$ cat src/rtl/dmem_arb_pkg.sv
// Shared types for the data-memory arbiter: arbitration state, read owner, and request bundle.
package dmem_arb_pkg;

    typedef enum logic {
        CORE_PRI  = 1'b0,
        DMA_FORCE = 1'b1
    } arb_state_t;

    typedef enum logic {
        OWN_CORE = 1'b0,
        OWN_DMA  = 1'b1
    } owner_t;

    typedef struct packed {
        logic        we;
        logic [3:0]  be;
        logic [31:0] addr;
        logic [31:0] wdata;
    } mem_req_t;

endpackage

$ cat src/rtl/dmem_arb_starve_ctr.sv
// Counts consecutive denied DMA cycles and flags the cycle whose denial reaches the limit.
module dmem_arb_starve_ctr #(
    parameter int STARVE_LIMIT = 4,
    parameter int CW           = $clog2(STARVE_LIMIT + 1)
) (
    input  logic          clk,
    input  logic          rst,
    input  logic          dma_req,
    input  logic          dma_gnt,
    output logic [CW-1:0] starve_cnt,
    output logic          force_hit
);

    localparam logic [CW-1:0] LIMIT_M1 = CW'(STARVE_LIMIT - 1);

    logic denied;

    assign denied    = dma_req && !dma_gnt;
    assign force_hit = denied && (starve_cnt == LIMIT_M1);

    always_ff @(posedge clk or negedge rst) begin
        if (!rst) begin
            starve_cnt <= '0;
        end else if (denied) begin
            starve_cnt <= starve_cnt + CW'(1);
        end else begin
            starve_cnt <= '0;
        end
    end

endmodule

$ cat src/rtl/dmem_arbiter.sv
// Core-priority arbiter for the single-port dmem with DMA starvation relief and read-return routing.
// Optional ARB_PERF_EN macro builds saturating conflict / forced-grant counters.
//
// state     | meaning
// CORE_PRI  | core wins contention; DMA served only when core idle
// DMA_FORCE | DMA starved STARVE_LIMIT cycles; DMA wins this cycle
module dmem_arbiter
    import dmem_arb_pkg::*;
#(
    parameter int ADDR_WIDTH   = 10,
    parameter int STARVE_LIMIT = 4
) (
    input  logic                  clk,
    input  logic                  rst,
    input  logic                  core_req,
    input  logic                  core_we,
    input  logic [3:0]            core_be,
    input  logic [31:0]           core_addr,
    input  logic [31:0]           core_wdata,
    output logic                  core_stall,
    output logic [31:0]           core_rdata,
    output logic                  core_rvalid,
    input  logic                  dma_req,
    input  logic                  dma_we,
    input  logic [3:0]            dma_be,
    input  logic [31:0]           dma_addr,
    input  logic [31:0]           dma_wdata,
    output logic                  dma_gnt,
    output logic [31:0]           dma_rdata,
    output logic                  dma_rvalid,
    output logic                  mem_we,
    output logic                  mem_ren,
    output logic [3:0]            mem_byte_en,
    output logic [ADDR_WIDTH-1:0] mem_addr,
    output logic [31:0]           mem_wdata,
    input  logic [31:0]           mem_rdata,
    output logic [31:0]           perf_conflicts,
    output logic [31:0]           perf_forced
);

    localparam int CW = $clog2(STARVE_LIMIT + 1);

    arb_state_t    state;
    owner_t        rd_owner;
    logic          rd_pending;
    logic          core_gnt;
    logic          any_gnt;
    logic          force_hit;
    logic [CW-1:0] starve_cnt;
    mem_req_t      core_bus;
    mem_req_t      dma_bus;
    mem_req_t      sel;
    logic [31:0]   core_rdata_q;
    logic [31:0]   dma_rdata_q;
    logic          unused_addr_bits;

    assign core_bus = '{we: core_we, be: core_be, addr: core_addr, wdata: core_wdata};
    assign dma_bus  = '{we: dma_we,  be: dma_be,  addr: dma_addr,  wdata: dma_wdata};

    always_comb begin
        core_gnt = 1'b0;
        dma_gnt  = 1'b0;
        if (state == DMA_FORCE) begin
            if (dma_req)       dma_gnt  = 1'b1;
            else if (core_req) core_gnt = 1'b1;
        end else begin
            if (core_req)      core_gnt = 1'b1;
            else if (dma_req)  dma_gnt  = 1'b1;
        end
    end

    assign any_gnt     = core_gnt || dma_gnt;
    assign sel         = core_gnt ? core_bus : dma_bus;
    assign core_stall  = core_req && !core_gnt;
    assign mem_we      = any_gnt && sel.we;
    assign mem_ren     = any_gnt && !sel.we;
    assign mem_byte_en = any_gnt ? sel.be : 4'b0000;
    assign mem_addr    = sel.addr[ADDR_WIDTH+1:2];
    assign mem_wdata   = sel.wdata;

    assign unused_addr_bits = ^{sel.addr[31:ADDR_WIDTH+2], sel.addr[1:0]};

    dmem_arb_starve_ctr #(
        .STARVE_LIMIT (STARVE_LIMIT),
        .CW           (CW)
    ) u_starve (
        .clk        (clk),
        .rst        (rst),
        .dma_req    (dma_req),
        .dma_gnt    (dma_gnt),
        .starve_cnt (starve_cnt),
        .force_hit  (force_hit)
    );

    // DMA_FORCE always lasts one cycle: either DMA is granted or it withdrew its request.
    always_ff @(posedge clk or negedge rst) begin
        if (!rst) begin
            state <= CORE_PRI;
        end else begin
            case (state)
                CORE_PRI:  if (force_hit) state <= DMA_FORCE;
                DMA_FORCE: state <= CORE_PRI;
                default:   state <= CORE_PRI;
            endcase
        end
    end

    always_ff @(posedge clk or negedge rst) begin
        if (!rst) begin
            rd_pending <= 1'b0;
            rd_owner   <= OWN_CORE;
        end else begin
            rd_pending <= mem_ren;
            if (mem_ren) rd_owner <= core_gnt ? OWN_CORE : OWN_DMA;
        end
    end

    assign core_rvalid = rd_pending && (rd_owner == OWN_CORE);
    assign dma_rvalid  = rd_pending && (rd_owner == OWN_DMA);

    // Return data is live from the memory in the valid cycle and held afterwards.
    always_ff @(posedge clk or negedge rst) begin
        if (!rst) begin
            core_rdata_q <= '0;
            dma_rdata_q  <= '0;
        end else begin
            if (core_rvalid) core_rdata_q <= mem_rdata;
            if (dma_rvalid)  dma_rdata_q  <= mem_rdata;
        end
    end

    assign core_rdata = core_rvalid ? mem_rdata : core_rdata_q;
    assign dma_rdata  = dma_rvalid  ? mem_rdata : dma_rdata_q;

`ifdef ARB_PERF_EN
    logic [31:0] conflicts_q;
    logic [31:0] forced_q;

    always_ff @(posedge clk or negedge rst) begin
        if (!rst) begin
            conflicts_q <= '0;
            forced_q    <= '0;
        end else begin
            if (core_req && dma_req && (conflicts_q != 32'hFFFF_FFFF))
                conflicts_q <= conflicts_q + 32'd1;
            if ((state == DMA_FORCE) && dma_gnt && core_req && (forced_q != 32'hFFFF_FFFF))
                forced_q <= forced_q + 32'd1;
        end
    end

    assign perf_conflicts = conflicts_q;
    assign perf_forced    = forced_q;
`else
    assign perf_conflicts = 32'd0;
    assign perf_forced    = 32'd0;
`endif

endmodule

$ cat config.mk
export PLATFORM = sky130hd
export DESIGN_NAME = dmem_arbiter
export DESIGN_NICKNAME = d
export VERILOG_FILES = /design/src/rtl/dmem_arb_pkg.sv /design/src/rtl/dmem_arb_starve_ctr.sv /design/src/rtl/dmem_arbiter.sv
export SDC_FILE = /design/constraint.sdc
export NUM_CORES = 1
export LEC_CHECK = 0
export ABC_CLOCK_PERIOD_IN_PS = 1730
export BUFFER_PORTS_ARGS = -buffer_cell sky130_fd_sc_hd__buf_2
export CAP_MARGIN = 20
export CELL_PAD_IN_SITES_DETAIL_PLACEMENT = 1
export CELL_PAD_IN_SITES_GLOBAL_PLACEMENT = 1
export CORE_AREA = 2 2 138 140
export CTS_CLUSTER_DIAMETER = 40
export DETAILED_ROUTE_END_ITERATION = 6
export DIE_AREA = 0 0 140 142
export PLACE_DENSITY_LB_ADDON = 0.15
export REMOVE_ABC_BUFFERS = 1
export SYNTH_ARGS = -nofsm -noshare
export SYNTH_HDL_FRONTEND = slang
export SYNTH_SLANG_ARGS = --single-unit
export TNS_END_PERCENT = 10
$ cat constraint.sdc
create_clock -name clk -period 1.73 [get_ports clk]
set_input_delay 0.346 -clock clk [delete_from_list [all_inputs] [get_ports clk]]
set_output_delay 0.346 -clock clk [all_outputs]
set_load 0.01 [all_outputs]
-- After elaboration in Yosys (flattened, before gate mapping)
Index checks and enable logic that the tools add are counted.
- add/subtract/negate cells: 1
- equal/unequal tests: 1
- mux-type cells: 14
- bitwise operators: 2
- reduce and logical (&&, ||, !) cells: 11
- operators with widths (cell ; count):
    69-bit two-way mux ; 1
    32-bit two-way mux ; 2
    1-bit two-way mux ; 8
    1-bit logical AND ; 7
    4-bit two-way mux ; 1
    3-bit by 1-bit adder with 3-bit output (second input constant) ; 1
    3-bit by 2-bit == test with 1-bit output (second input constant) ; 1
    1-bit zero test ; 3
    3-bit two-way mux ; 1
    1-bit inverter ; 2
    1-bit case mux with 2 select lines ; 1
    1-bit logical OR ; 1
- register bits after elaboration: 70
- input bits: 174
- output and inout bits: 180
- word-level logic and storage cells: 35

-- Logic depth before layout (Yosys ltp)
- word-level depth: 8
- gate-level depth with buffers: 4
- gate-level depth less buffers: 4

-- Hierarchy
From an unflattened synthesis, not the netlist that was laid out.
- cells, all modules: 282
- area, all modules: 3923.8 µm²
- by module, submodules not included (module ; instances ; cells each ; area an instance (µm²) ; sequential area each (µm²)):
    dmem_arbiter ; 1 ; 272 ; 3787.4 ; 1676.6
    dmem_arb_starve_ctr ; 1 ; 10 ; 136.4 ; 75.1

-- Worst setup path before layout
OpenSTA, ideal clock, no wires.
- path type: register to output
- start: register state
- end: output mem_addr[6]
- arrival time: 1.216 ns
- required time: 1.384 ns
- path slack: 0.168 ns
- stages on the path, launching flop included: 5
- path buffers: 2
- cell sequence: dfrtp_1 -> a21boi_2 -> buf_6 -> buf_6 -> mux2_1
- longest elaborated chain between the ends: 2
- ends and longest elaborated chain (what ; line ; source):
    from (decl) ; dmem_arbiter.sv:43 ; arb_state_t state;
    from (signal assigned) ; dmem_arbiter.sv:98 ; state <= CORE_PRI;
    from (signal assigned) ; dmem_arbiter.sv:101 ; CORE_PRI: if (force_hit) state <= DMA_FORCE;
    from (signal assigned) ; dmem_arbiter.sv:102 ; DMA_FORCE: state <= CORE_PRI;
    1-bit two-way mux ; dmem_arbiter.sv:63 ; if (state == DMA_FORCE) begin
    69-bit two-way mux ; dmem_arbiter.sv:73 ; assign sel = core_gnt ? core_bus : dma_bus;
    to (decl) ; dmem_arbiter.sv:34 ; output logic [ADDR_WIDTH-1:0] mem_addr,
No other way between the ends.

-- Worst setup path after layout
- start: register state
- end: output mem_wdata[9]
- longest elaborated chain between the ends: 2
- ends and longest elaborated chain (what ; line ; source):
    1-bit two-way mux ; dmem_arbiter.sv:63 ;
    69-bit two-way mux ; dmem_arbiter.sv:73 ;
    to (decl) ; dmem_arbiter.sv:35 ; output logic [31:0] mem_wdata,
No other way between the ends.

==> results.sh <==
export IMPL_grt_use_total=0.124
export IMPL_wl_per_cell_um=16.5
export IMPL_io_pins=354
export IMPL_yosysSeqAreaShare=0.472
export IMPL_clk_latency_ns=0.33
export IMPL_fin_tns_setup_ns=-25.02
export IMPL_skew_ns=0.00627
export IMPL_cp_required_ns=1.38
export IMPL_nets=720
export IMPL_yosys_top_cells_area="dfrtp_1 (47%), mux2_2 (28%), buf_4 (14%), mux2_1 (4.2%), a22o_1 (1.4%)"
export IMPL_die_h_um=142
export IMPL_firstDrtPassIters=7
export IMPL_post_route_min_period_ns=2.07
export IMPL_die_width_um=140
export IMPL_stdcell_count=783
export IMPL_period_share=1.19
export IMPL_hold_viol=0
export IMPL_gp_congestion=0.784
export IMPL_synth_area_um2=3710
export IMPL_drc=15
export IMPL_cp_cell_sequence="a21boi_4 -> buf_12 -> clkbuf_16 -> mux2_2 -> buf_2"
export IMPL_synth_edf_count=0
export IMPL_clk_pin_slew_ns=0.06
export IMPL_hpwl_mm=9.89
export IMPL_r2r_cells=6
export IMPL_grt_pass1_wl_mm=18.9
export IMPL_hold_path_class="input port to asynchronous set/reset pin"
export IMPL_most_common_layout_cells="buf_2 (186), dfrtp_1 (70), mux2_4 (69), conb_1 (64), buf_6 (59)"
export IMPL_vias_per_cell=3.86
export IMPL_path_max_fanout=16
export IMPL_drv_cap=0
export IMPL_rsz0062_at_grt="true"
export IMPL_wl_mm=12.9
export IMPL_clock_sinks=70
export IMPL_async_flop_share=1.00
export IMPL_endpoint_kind="primary output"
export IMPL_finish_utilization=0.333
export IMPL_die_area_um2=19900
export IMPL_cts_root_buf="clkbuf_16"
export IMPL_post_dp_cell_area_um2=5090
export IMPL_powerDensity_nw_per_um2=1120
export IMPL_cts_tree="built"
export IMPL_violations="DRC, setup timing"
export IMPL_yosys_warnings=0
export IMPL_grt_max_degree=71
export IMPL_place_ws_ns=-0.0655
export IMPL_drv_slew=0
export IMPL_synthToLayoutAreaGrowth_pct=65.9
export IMPL_design_area_um2=6150
export IMPL_hold_worst_slack_ns=0.0315
export IMPL_h_tree_depth=3
export IMPL_antenna_found_initial=1
export IMPL_io_buffers=245
export IMPL_total_power_mw=6.88
export IMPL_grt_overflow_total=0
export IMPL_grt_pass1_vias=3311
export IMPL_synth_cells=283
export IMPL_arrival_ns=1.72
export IMPL_ir_drop_mv=0.416
export IMPL_slowest_stage="dfrtp_1"
export IMPL_layout_commonest_cell="buf_2"
export IMPL_core_um2=18500
export IMPL_crit_type="register to primary output"
export IMPL_drt_initial_drc_count=74
export IMPL_synth_top_area_frac=0.472
export IMPL_yosysTopAreaCell="dfrtp_1"
export IMPL_syn_area_per_cell_um2=13.1
export IMPL_setup_viol_count_final=112
export IMPL_fmax_mhz=484
export IMPL_critPathMaxStageDelay_ns=0.41
export IMPL_rows=50
export IMPL_start_kind="register"
export IMPL_dominantRegCellSynth="dfrtp_1"
export IMPL_vias=3024
export IMPL_clockBufferDepth=2
export IMPL_start_util=0.201
export IMPL_status="complete, but fails checks"
export IMPL_place_inst=764
export IMPL_cts_buffers_inserted=9
export IMPL_finalWorstSetupSlack_ns=-0.337
export IMPL_ys_seq_elements=70
export IMPL_ant_nets=0
export IMPL_insertedDiodeCount=0
export IMPL_cellLeakagePower_nw=3.33
export IMPL_yosysUniqueCellTypes=21
export IMPL_drive_above_1_share=0.689
-- synthesized netlist by cell type, types with 2 or more instances --
master,instances
a22o_1,6
buf_4,69
a21oi_1,2
nor2_1,4
ha_1,2
dfrtp_1,70
mux2_2,92
mux2_1,14
buf_6,2
inv_1,8
buf_2,4
-- flip-flops by register name (all words and copies together), names as in the netlist --
| register | count |
|---|---|
| u_starve.starve_cnt | 3 |
| rd_pending | 1 |
| rd_owner | 1 |
| dma_rdata_q | 32 |
| core_rdata_q | 32 |
| state | 1 |
-- power by group --
part | switching [mW] | leakage [nW] | internal, mW | total, mW
clock | 0.708 | 0.177 | 1.55 | 2.26
sequential | 0.113 | 0.826 | 2.02 | 2.13
combinational | 1.04 | 2.33 | 1.45 | 2.49
-- what timing repair did --
action / in CTS / in global routing
hold buffers: 0 / 0
gates cloned: 0 / 1
gates resized for setup: 101 / 35
setup endpoints to repair: 113 / 114
pin swaps: 2 / 1
buffers inserted: 0 / 2
-- worst paths after layout --
check,from,end,slack [ns]
max in group asynchronous,rst,core_rdata_q[30]$_DFF_PN0_,1.38
min in group clk,mem_rdata[14],core_rdata_q[14]$_DFF_PN0_,0.27
min,rst,dma_rdata_q[28]$_DFF_PN0_,0.03
max reg2reg,state$_DFF_PN0_,rd_pending$_DFF_PN0_,0.42
max,state$_DFF_PN0_,mem_wdata[9],-0.34
min reg2reg,u_starve.starve_cnt[0]$_DFF_PN0_,u_starve.starve_cnt[0]$_DFF_PN0_,0.43
-- per-layer routing --
metal  track usage  vias up  wire length, um
li1              -     1361                -
met1         0.133     1472             4560
met2         0.225      177             6860
met3        0.0481       14             1310
met4        0.0404        0              198
met5             0        -                0
-- logic make-up (layout without fill, tap and decap cells) --
group                      count (synthesis)  count (layout)  share of synthesized area
AOI/OAI and AO/OA                         12              12                     0.0253
adders and majority gates                  2               2                    0.00674
buffers and inverters                     84             287                      0.163
DFF                                       70              70                      0.472
muxes                                    106             106                      0.322
other                                      1              64                    0.00101
and+or+nand+nor                            8               8                    0.00978
-- final cells by class --
class / instances / area [um2]
clock buffers: 10 / 229
flip-flops and latches: 70 / 1750
repair buffers: 263 / 1850
well taps: 234 / 293
clock inverters: 6 / 134
fillers: 2085 / 12300
inverters: 8 / 30.0
multi-input cells: 192 / 1870
-- worst max-delay path, delay by kind of cell (launching register included) --
kind                   cells  cell delay (ns)
AOI/OAI and AO/OA          1             0.18
buffers and inverters      3             0.46
DFF                        1             0.41
muxes                      1             0.33
Power figures use the tool's default switching activity.
